===== src/rtl/i2s_serf_pkg.sv =====
// Shared I2S receive definitions: FSM states and default sample/slot geometry.
// The downstream filter banks import the same defaults.
`timescale 1ns/1ps
package i2s_serf_pkg;

  typedef enum logic [1:0] {
    SYNC  = 2'd0,
    LEFT  = 2'd1,
    RIGHT = 2'd2
  } i2s_state_e;

  localparam int DATA_W_DEF = 24;
  localparam int SLOT_W_DEF = 32;

endpackage


===== src/rtl/i2s_serf_sync_edge.sv =====
// Two-flop synchronizer plus one history flop; rise_o is a single-clk strobe
// marking a 0->1 transition of the synchronized input.
`timescale 1ns/1ps
module sync_edge (
  input  logic clk,
  input  logic rst_n,
  input  logic d_i,
  output logic sync_o,
  output logic rise_o
);

  logic [2:0] sh_q;

  always_ff @(posedge clk or negedge rst_n) begin
    if (!rst_n) sh_q <= '0;
    else        sh_q <= {sh_q[1:0], d_i};
  end

  assign sync_o = sh_q[1];
  assign rise_o = sh_q[1] & ~sh_q[2];

endmodule


===== src/rtl/i2s_serf.sv =====
// I2S receiver: locks on the ws fall, shifts DATA_W MSB-first bits per slot and
// presents each left/right pair with a one-clk vld pulse.
`timescale 1ns/1ps
module i2s_serf
  import i2s_serf_pkg::*;
#(
  parameter int DATA_W = DATA_W_DEF,
  parameter int SLOT_W = SLOT_W_DEF
) (
  input  logic              clk,
  input  logic              rst_n,
  input  logic              I2S_sclk,
  input  logic              I2S_ws,
  input  logic              I2S_data,
  output logic [DATA_W-1:0] lft_chnnl,
  output logic [DATA_W-1:0] rght_chnnl,
  output logic              vld
);

  localparam int CNT_W = $clog2(SLOT_W);

  logic sclk_s, rise, ws_s, dat_s, ws_rise, dat_rise;
  logic unused_edges;

  sync_edge u_sclk (.clk(clk), .rst_n(rst_n), .d_i(I2S_sclk), .sync_o(sclk_s), .rise_o(rise));
  sync_edge u_ws   (.clk(clk), .rst_n(rst_n), .d_i(I2S_ws),   .sync_o(ws_s),   .rise_o(ws_rise));
  sync_edge u_dat  (.clk(clk), .rst_n(rst_n), .d_i(I2S_data), .sync_o(dat_s),  .rise_o(dat_rise));

  assign unused_edges = sclk_s ^ ws_rise ^ dat_rise;

  i2s_state_e        state_q, state_d;
  logic [CNT_W-1:0]  cnt_q, cnt_d, cnt_inc;
  logic [DATA_W-1:0] shl_q, shl_d, shr_q, shr_d;
  logic [DATA_W-1:0] lft_q, rght_q;
  logic              wsp_q, wsp_d, vld_q, load, in_data;

  assign cnt_inc = cnt_q + 1'b1;
  assign in_data = (cnt_inc != '0) && (int'(cnt_inc) <= DATA_W);

  always_comb begin
    state_d = state_q;
    cnt_d   = cnt_q;
    shl_d   = shl_q;
    shr_d   = shr_q;
    wsp_d   = wsp_q;
    load    = 1'b0;
    if (rise) begin
      wsp_d = ws_s;
      case (state_q)
        SYNC: if (!ws_s && wsp_q) begin
          state_d = LEFT;
          cnt_d   = '0;
        end
        LEFT, RIGHT: begin
          cnt_d = cnt_inc;
          // ws may only move exactly at the slot boundary; anything else drops lock
          if (cnt_inc == '0) begin
            if      (state_q == LEFT  &&  ws_s && !wsp_q) state_d = RIGHT;
            else if (state_q == RIGHT && !ws_s &&  wsp_q) state_d = LEFT;
            else                                          state_d = SYNC;
          end else if (ws_s != wsp_q) begin
            state_d = SYNC;
          end else if (in_data) begin
            if (state_q == LEFT) begin
              shl_d = {shl_q[DATA_W-2:0], dat_s};
            end else begin
              shr_d = {shr_q[DATA_W-2:0], dat_s};
              load  = (int'(cnt_inc) == DATA_W);
            end
          end
        end
        default: state_d = SYNC;
      endcase
    end
  end

  always_ff @(posedge clk or negedge rst_n) begin
    if (!rst_n) begin
      state_q <= SYNC;
      cnt_q   <= '0;
      shl_q   <= '0;
      shr_q   <= '0;
      wsp_q   <= 1'b0;
      lft_q   <= '0;
      rght_q  <= '0;
      vld_q   <= 1'b0;
    end else begin
      state_q <= state_d;
      cnt_q   <= cnt_d;
      shl_q   <= shl_d;
      shr_q   <= shr_d;
      wsp_q   <= wsp_d;
      vld_q   <= load;
      if (load) begin
        lft_q  <= shl_q;
        rght_q <= shr_d;
      end
    end
  end

  assign lft_chnnl  = lft_q;
  assign rght_chnnl = rght_q;
  assign vld        = vld_q;

endmodule


===== config.mk =====
export PLATFORM = sky130hd
export DESIGN_NAME = i2s_serf
export DESIGN_NICKNAME = d
export VERILOG_FILES = /design/src/rtl/i2s_serf_pkg.sv /design/src/rtl/i2s_serf_sync_edge.sv /design/src/rtl/i2s_serf.sv
export SDC_FILE = /design/constraint.sdc
export NUM_CORES = 1
export LEC_CHECK = 0
export ABC_AREA = 1
export CORE_UTILIZATION = 43
export DETAILED_ROUTE_END_ITERATION = 10
export PLACE_DENSITY = 0.66
export SETUP_SLACK_MARGIN = 0.4
export SYNTH_ARGS = -nofsm -noshare
export SYNTH_HDL_FRONTEND = slang
export SYNTH_SLANG_ARGS = --single-unit

===== constraint.sdc =====
create_clock -name clk -period 2.58 [get_ports clk]
set_input_delay 0.516 -clock clk [delete_from_list [all_inputs] [get_ports clk]]
set_output_delay 0.516 -clock clk [all_outputs]
set_load 0.01 [all_outputs]

==> flow_summary.ini, run 1 <==
[pwr]
pwr-share-clk = 0.272
total_power_mw = 3.95
combPwrFrac = 0.194
power_frac_seq = 0.534
ir_drop_uv = 364
powerDensity_nw_per_um2 = 696
power_leakage_nw = 2.69
internal_power_mw = 2.75
swShare = 0.305
p_switching_mw = 1.21

[layout]
final_util = 0.541
fin_cells = 705
area_delta_synth_final_pct = 19.7
nFillCells = 948
nNetsFinal = 577
drive_gt1_frac = 0.0861
postLayoutCellArea_um2 = 5680
n_antenna_cell = 0

[yosys]
yosysSeqAreaShare = 0.590
synth_area_leader_cell = dfrtp_1
avgSynthCellArea_um2 = 9.33
synthArstFlopShare = 1.00
netlist.area_leader.share = 0.590
yosys_warnings = 0
ys_seq_elements = 112
synth_area_leaders = dfrtp_1 (59%), nand2_1 (13%), inv_1 (5.0%)
synth.most_common_cell = nand2_1
synth_area_um2 = 4750
synthFlopType = dfrtp_1
synth_edf_count = 0
yosys-top-cells-count = nand2_1 (166), dfrtp_1 (112), inv_1 (63), o21ai_0 (38), nand3_1 (29)
ys_types = 25
syn_inst = 509
syn-num-nets = 522

[critical_path]
cp_max_fo = 12
worstSetupEndpointType = flop
cp.depth = 7
timing.critical_path.buf_inv = 2
r2r_cells = 7
required_ps = 2850
r2r_setup_slack_ps = 590
r2r_end = shr_q[22]
path_cells = inv_1 -> ha_1 -> nand3_2 -> nor2_4 -> buf_12 -> nand2_1 -> and2_1
cp_slowest_cell = ha_1
critPathArrivalTime_ps = 2260
cpPeakStageDelay_ps = 530
start_kind = flop
critPathTopFamily = simple AND/OR/NAND/NOR gates
r2r_start = state_q[0]
crit_type = reg2reg

[timing]
max_freq_mhz = 503
fin_crit_sh = 0.771
tns_ps = 0
fin_ws_ps = 592
tightest_slew_ps = 576
finalSetupViolations = 0
whs_ps = 128
rsz0062_at_grt = false
finalCriticalPeriod_ps = 1990
hold_viol = 0
finalMaxSlewViolations = 0
slew_headroom = 0.616
fin_skew_ps = 14.6

[clocking]
clockRootBuffer = clkbuf_8
clock_sinks = 112
path_clk_slew_ps = 110
cts_max_level = 3
clkLatencyLatePin_ps = 370
postCtsHoldBufs = 0
cts_tree = built
cts_buffers = 9
cts_buffer_depth = 2

[floorplan]
die_w_um = 107
initial_core_util = 0.452
top_level_ports = 54
std_cell_rows = 37
core_um2 = 10500
die_area_um2 = 11500
die_height_um = 107

[global_route]
overflow = 0
antenna_found_initial = 0
grt_pass1_wl_um = 15500
grt_pass1_vias = 3274
grt_util_all_layers = 0.173
grt_max_degree = 62

[route]
num_vias = 3335
vias_per_cell = 4.73
drtPass1Iterations = 4
post_drt_wl_per_cell_um = 13.2
ant_nets = 0
drtIter0Drc = 115
drc = 0
wirelength_um = 9270

[worst_hold_path]
min-delay-path-class = in2async

[placed_design]
gp_congestion = 0.858
io_buffers = 53
dpl_cell_area_um2 = 5350
dp_hpwl_um = 5770
place_inst = 682
post-place-ws_ps = 308

[job]
maxCapViolCount = 0

[run_status]
status = finished clean
-- state kept, by name (all words and copies together), names as in the netlist, 3 cells and up --
name and flops:
lft_chnnl 24, rght_chnnl 24, shl_q 24, shr_q 24, cnt_q 5, u_sclk.sh_q 3
-- how the worst max path moves through the flow --
stage                    start             end  slack (ps)
global placement      cnt_q[0]        shr_q[7]         420
global route          cnt_q[1]  rght_chnnl[14]         420
CTS                   cnt_q[0]        shr_q[5]         410
finish              state_q[0]       shr_q[22]         590
detailed placement    cnt_q[0]        shr_q[5]         310
floorplan             cnt_q[0]       shr_q[12]         770
-- power groups by stage --
stage / Sequential (mW) / Clock (mW) / Combinational, mW
3_5_place_dp: 2.14 / 0 / 0.735
6_report: 2.11 / 1.07 / 0.768
3_3_place_gp: 2.14 / 0 / 0.710
2_1_floorplan: 2.12 / 0 / 0.607
4_1_cts: 2.11 / 1.11 / 0.756
5_1_grt: 2.14 / 1.17 / 0.895
-- cell families after synthesis --
family	Yosys count	share of synthesized area
buffers and inverters	85	0.0828
adders and majority gates	8	0.0211
DFF	112	0.590
and+or+nand+nor	249	0.247
AOI/OAI and AO/OA	55	0.0585
-- worst register-to-register path: cells and delay by family, from the launching register on --
family | cells | cell delay (ps)
simple gates | 4 | 720
fa+ha+maj | 1 | 530
flops | 1 | 410
buf+inv | 2 | 240
-- per-layer routing --
layer	track usage	up-vias	wire (µm)
li1	-	1682	-
met2	0.260	50	4330
met3	0.0529	8	415
met1	0.242	1595	4450
met5	0	-	0
met4	0.0470	0	72
-- layout by cell type (no fill, tap or decap), types with 2 or more instances in the layout --
master             n
nand4_1            5
buf_12             5
inv_6              3
o21ai_0           38
nor2_1             7
inv_1             63
dfrtp_1          111
ha_1               7
nand3_2            7
clkbuf_8           9
o22ai_1            2
buf_4              3
nand3_1           29
clkdlybuf4s50_1   52
nor2_4             5
nand2_1          166
o21ai_1           15
inv_2              2
and2_1            24
nand2_2            2
-- area by class of cell --
type	instances	area, µm²	area share
clock inverters	7	77.6	0.0136
well taps	136	170	0.0299
repair buffers	62	679	0.120
flip-flops and latches	112	2800	0.493
clock buffers	9	124	0.0218
multi-input cells	314	1590	0.279
inverters	65	244	0.0429
-- what timing repair did --
| action | CTS | global route |
|---|---|---|
| cloned | 1 | 2 |
| pin swaps | 1 | 4 |
| buffers inserted | 0 | 4 |
| endpoints found under the setup margin | 48 | 96 |
| gates resized for setup | 1 | 4 |
(Power assumes the default switching activity.)
==> inputs of run 2 (changes only) <==
- clock period: 2.58 -> 1.9 ns (I/O delays scaled with it)
==> flow_summary.ini, run 2 (synthesis gave the netlist of run 1 again) <==
[route]
wirelength_um = 10900
num_vias = 3622
ant_nets = 0
vias_per_cell = 4.92
drc = 0
post_drt_wl_per_cell_um = 14.7
drtIter0Drc = 179
drtPass1Iterations = 4

[layout]
multi_input_area_um2 = 2050
drive_gt1_frac = 0.298
final_common_cell = nand2_1
nFillCells = 841
area_delta_synth_final_pct = 40.9
regArea_um2 = 2810
n_antenna_cell = 0
fin_cells = 736
final_cell_mix = nand2_1 (117), dfrtp_1 (109), inv_1 (59)
nNetsFinal = 608
postLayoutCellArea_um2 = 6690

[timing]
tns_ps = 0
fin_skew_ps = 20.3
fin_crit_sh = 0.993
rsz0062_at_grt = true
max_freq_mhz = 530
finalSetupViolations = 0
tightest_slew_ps = 463
finalMaxSlewViolations = 0
finalCriticalPeriod_ps = 1890
hold_viol = 0
slew_headroom = 0.691

[floorplan]
die_height_um = 107
die_w_um = 107
std_cell_rows = 37
die_area_um2 = 11500
initial_core_util = 0.452
top_level_ports = 54
core_um2 = 10500

[job]
maxCapViolCount = 0

[global_route]
antenna_found_initial = 0
overflow = 0
grt_util_all_layers = 0.171
grt_pass1_wl_um = 15400
grt_max_degree = 52
grt_pass1_vias = 3398

[worst_hold_path]
worstHoldPathCells = 0
min-delay-path-class = reg2reg

[clocking]
clkLatencyLatePin_ps = 380
cts_buffers = 9
cts_tree = built
clockRootBuffer = clkbuf_8
path_clk_slew_ps = 120
clock_sinks = 112
cts_buffer_depth = 2
cts_max_level = 3

[placed_design]
io_buffers = 53
dp_hpwl_um = 5810
gp_congestion = 0.784
dpl_cell_area_um2 = 5560
place_inst = 689

[pwr]
total_power_mw = 5.88
ir_drop_uv = 409
powerDensity_nw_per_um2 = 879
power_leakage_nw = 3.99

[critical_path]
required_ps = 2190
critPathArrivalTime_ps = 2170
r2r_cells = 11
worstSetupEndpointType = flop
start_kind = flop
cp_max_fo = 6
crit_type = reg2reg

[run_status]
status = finished clean
run 2: critical path, cell delays in order, from the launching register on:
cell     delay [ps]
dfrtp_2         440
ha_4            210
nand3_2          90
nand2_2          80
nand2_2          80
nand3_4         120
nand3_4         100
nor2_4          190
buf_12          140
buf_16          130
nand2_2          60
and2_1          160
run 2: what timing repair did:
item | CTS | global route
buffers inserted | 6 | 11
endpoints found under the hold margin | 33 | 0
gates cloned | 2 | 11
pin swaps | 4 | 36
resized for setup | 12 | 174
hold buffers | 1 | 0
setup endpoints to repair | 152 | 152
run 2: layout make-up:
class                           instances  area share
Sequential cell                       112       0.420
Multi-Input combinational cell        314       0.307
Timing Repair Buffer                   93       0.185
Inverter                               65      0.0369
Tap cell                              136      0.0254
Clock buffer                           10      0.0191
Clock inverter                          6     0.00767
run 2: per-layer routing:
metal / track usage / wire, µm
met5: 0 / 0
met4: 0.0499 / 141
met2: 0.277 / 5570
met3: 0.0426 / 345
met1: 0.227 / 4790
run 2: final timing paths:
| path | from | endpoint | slack [ps] |
|---|---|---|---|
| worst max-delay path | cnt_q[1] | shr_q[16] | 10 |
| worst min-delay path | u_ws.sh_q[0] | u_ws.sh_q[1] | 360 |
| worst max register to register | cnt_q[1] | shr_q[16] | 10 |
| worst min register to register | u_ws.sh_q[0] | u_ws.sh_q[1] | 360 |
| max in group asynchronous | rst_n | shr_q[15] | 800 |
| min in group asynchronous | rst_n | shl_q[18] | 490 |
run 2: metrics by stage:
stage	utilization	worst slack (ps)	hold slack, ps
6_report	0.636	12.9	357
5_1_grt	0.636	-90.2	361
4_1_cts	0.562	81.9	360
3_5_place_dp	0.529	28.1	335
3_3_place_gp	0.529	121	334
2_1_floorplan	-	222	84.4
run 2: report_power, final:
part | leakage (nW) | internal, mW | switching [mW]
Combinational | 2.42 | 0.670 | 0.966
Sequential | 1.47 | 2.73 | 0.161
Clock | 0.0936 | 0.503 | 0.854
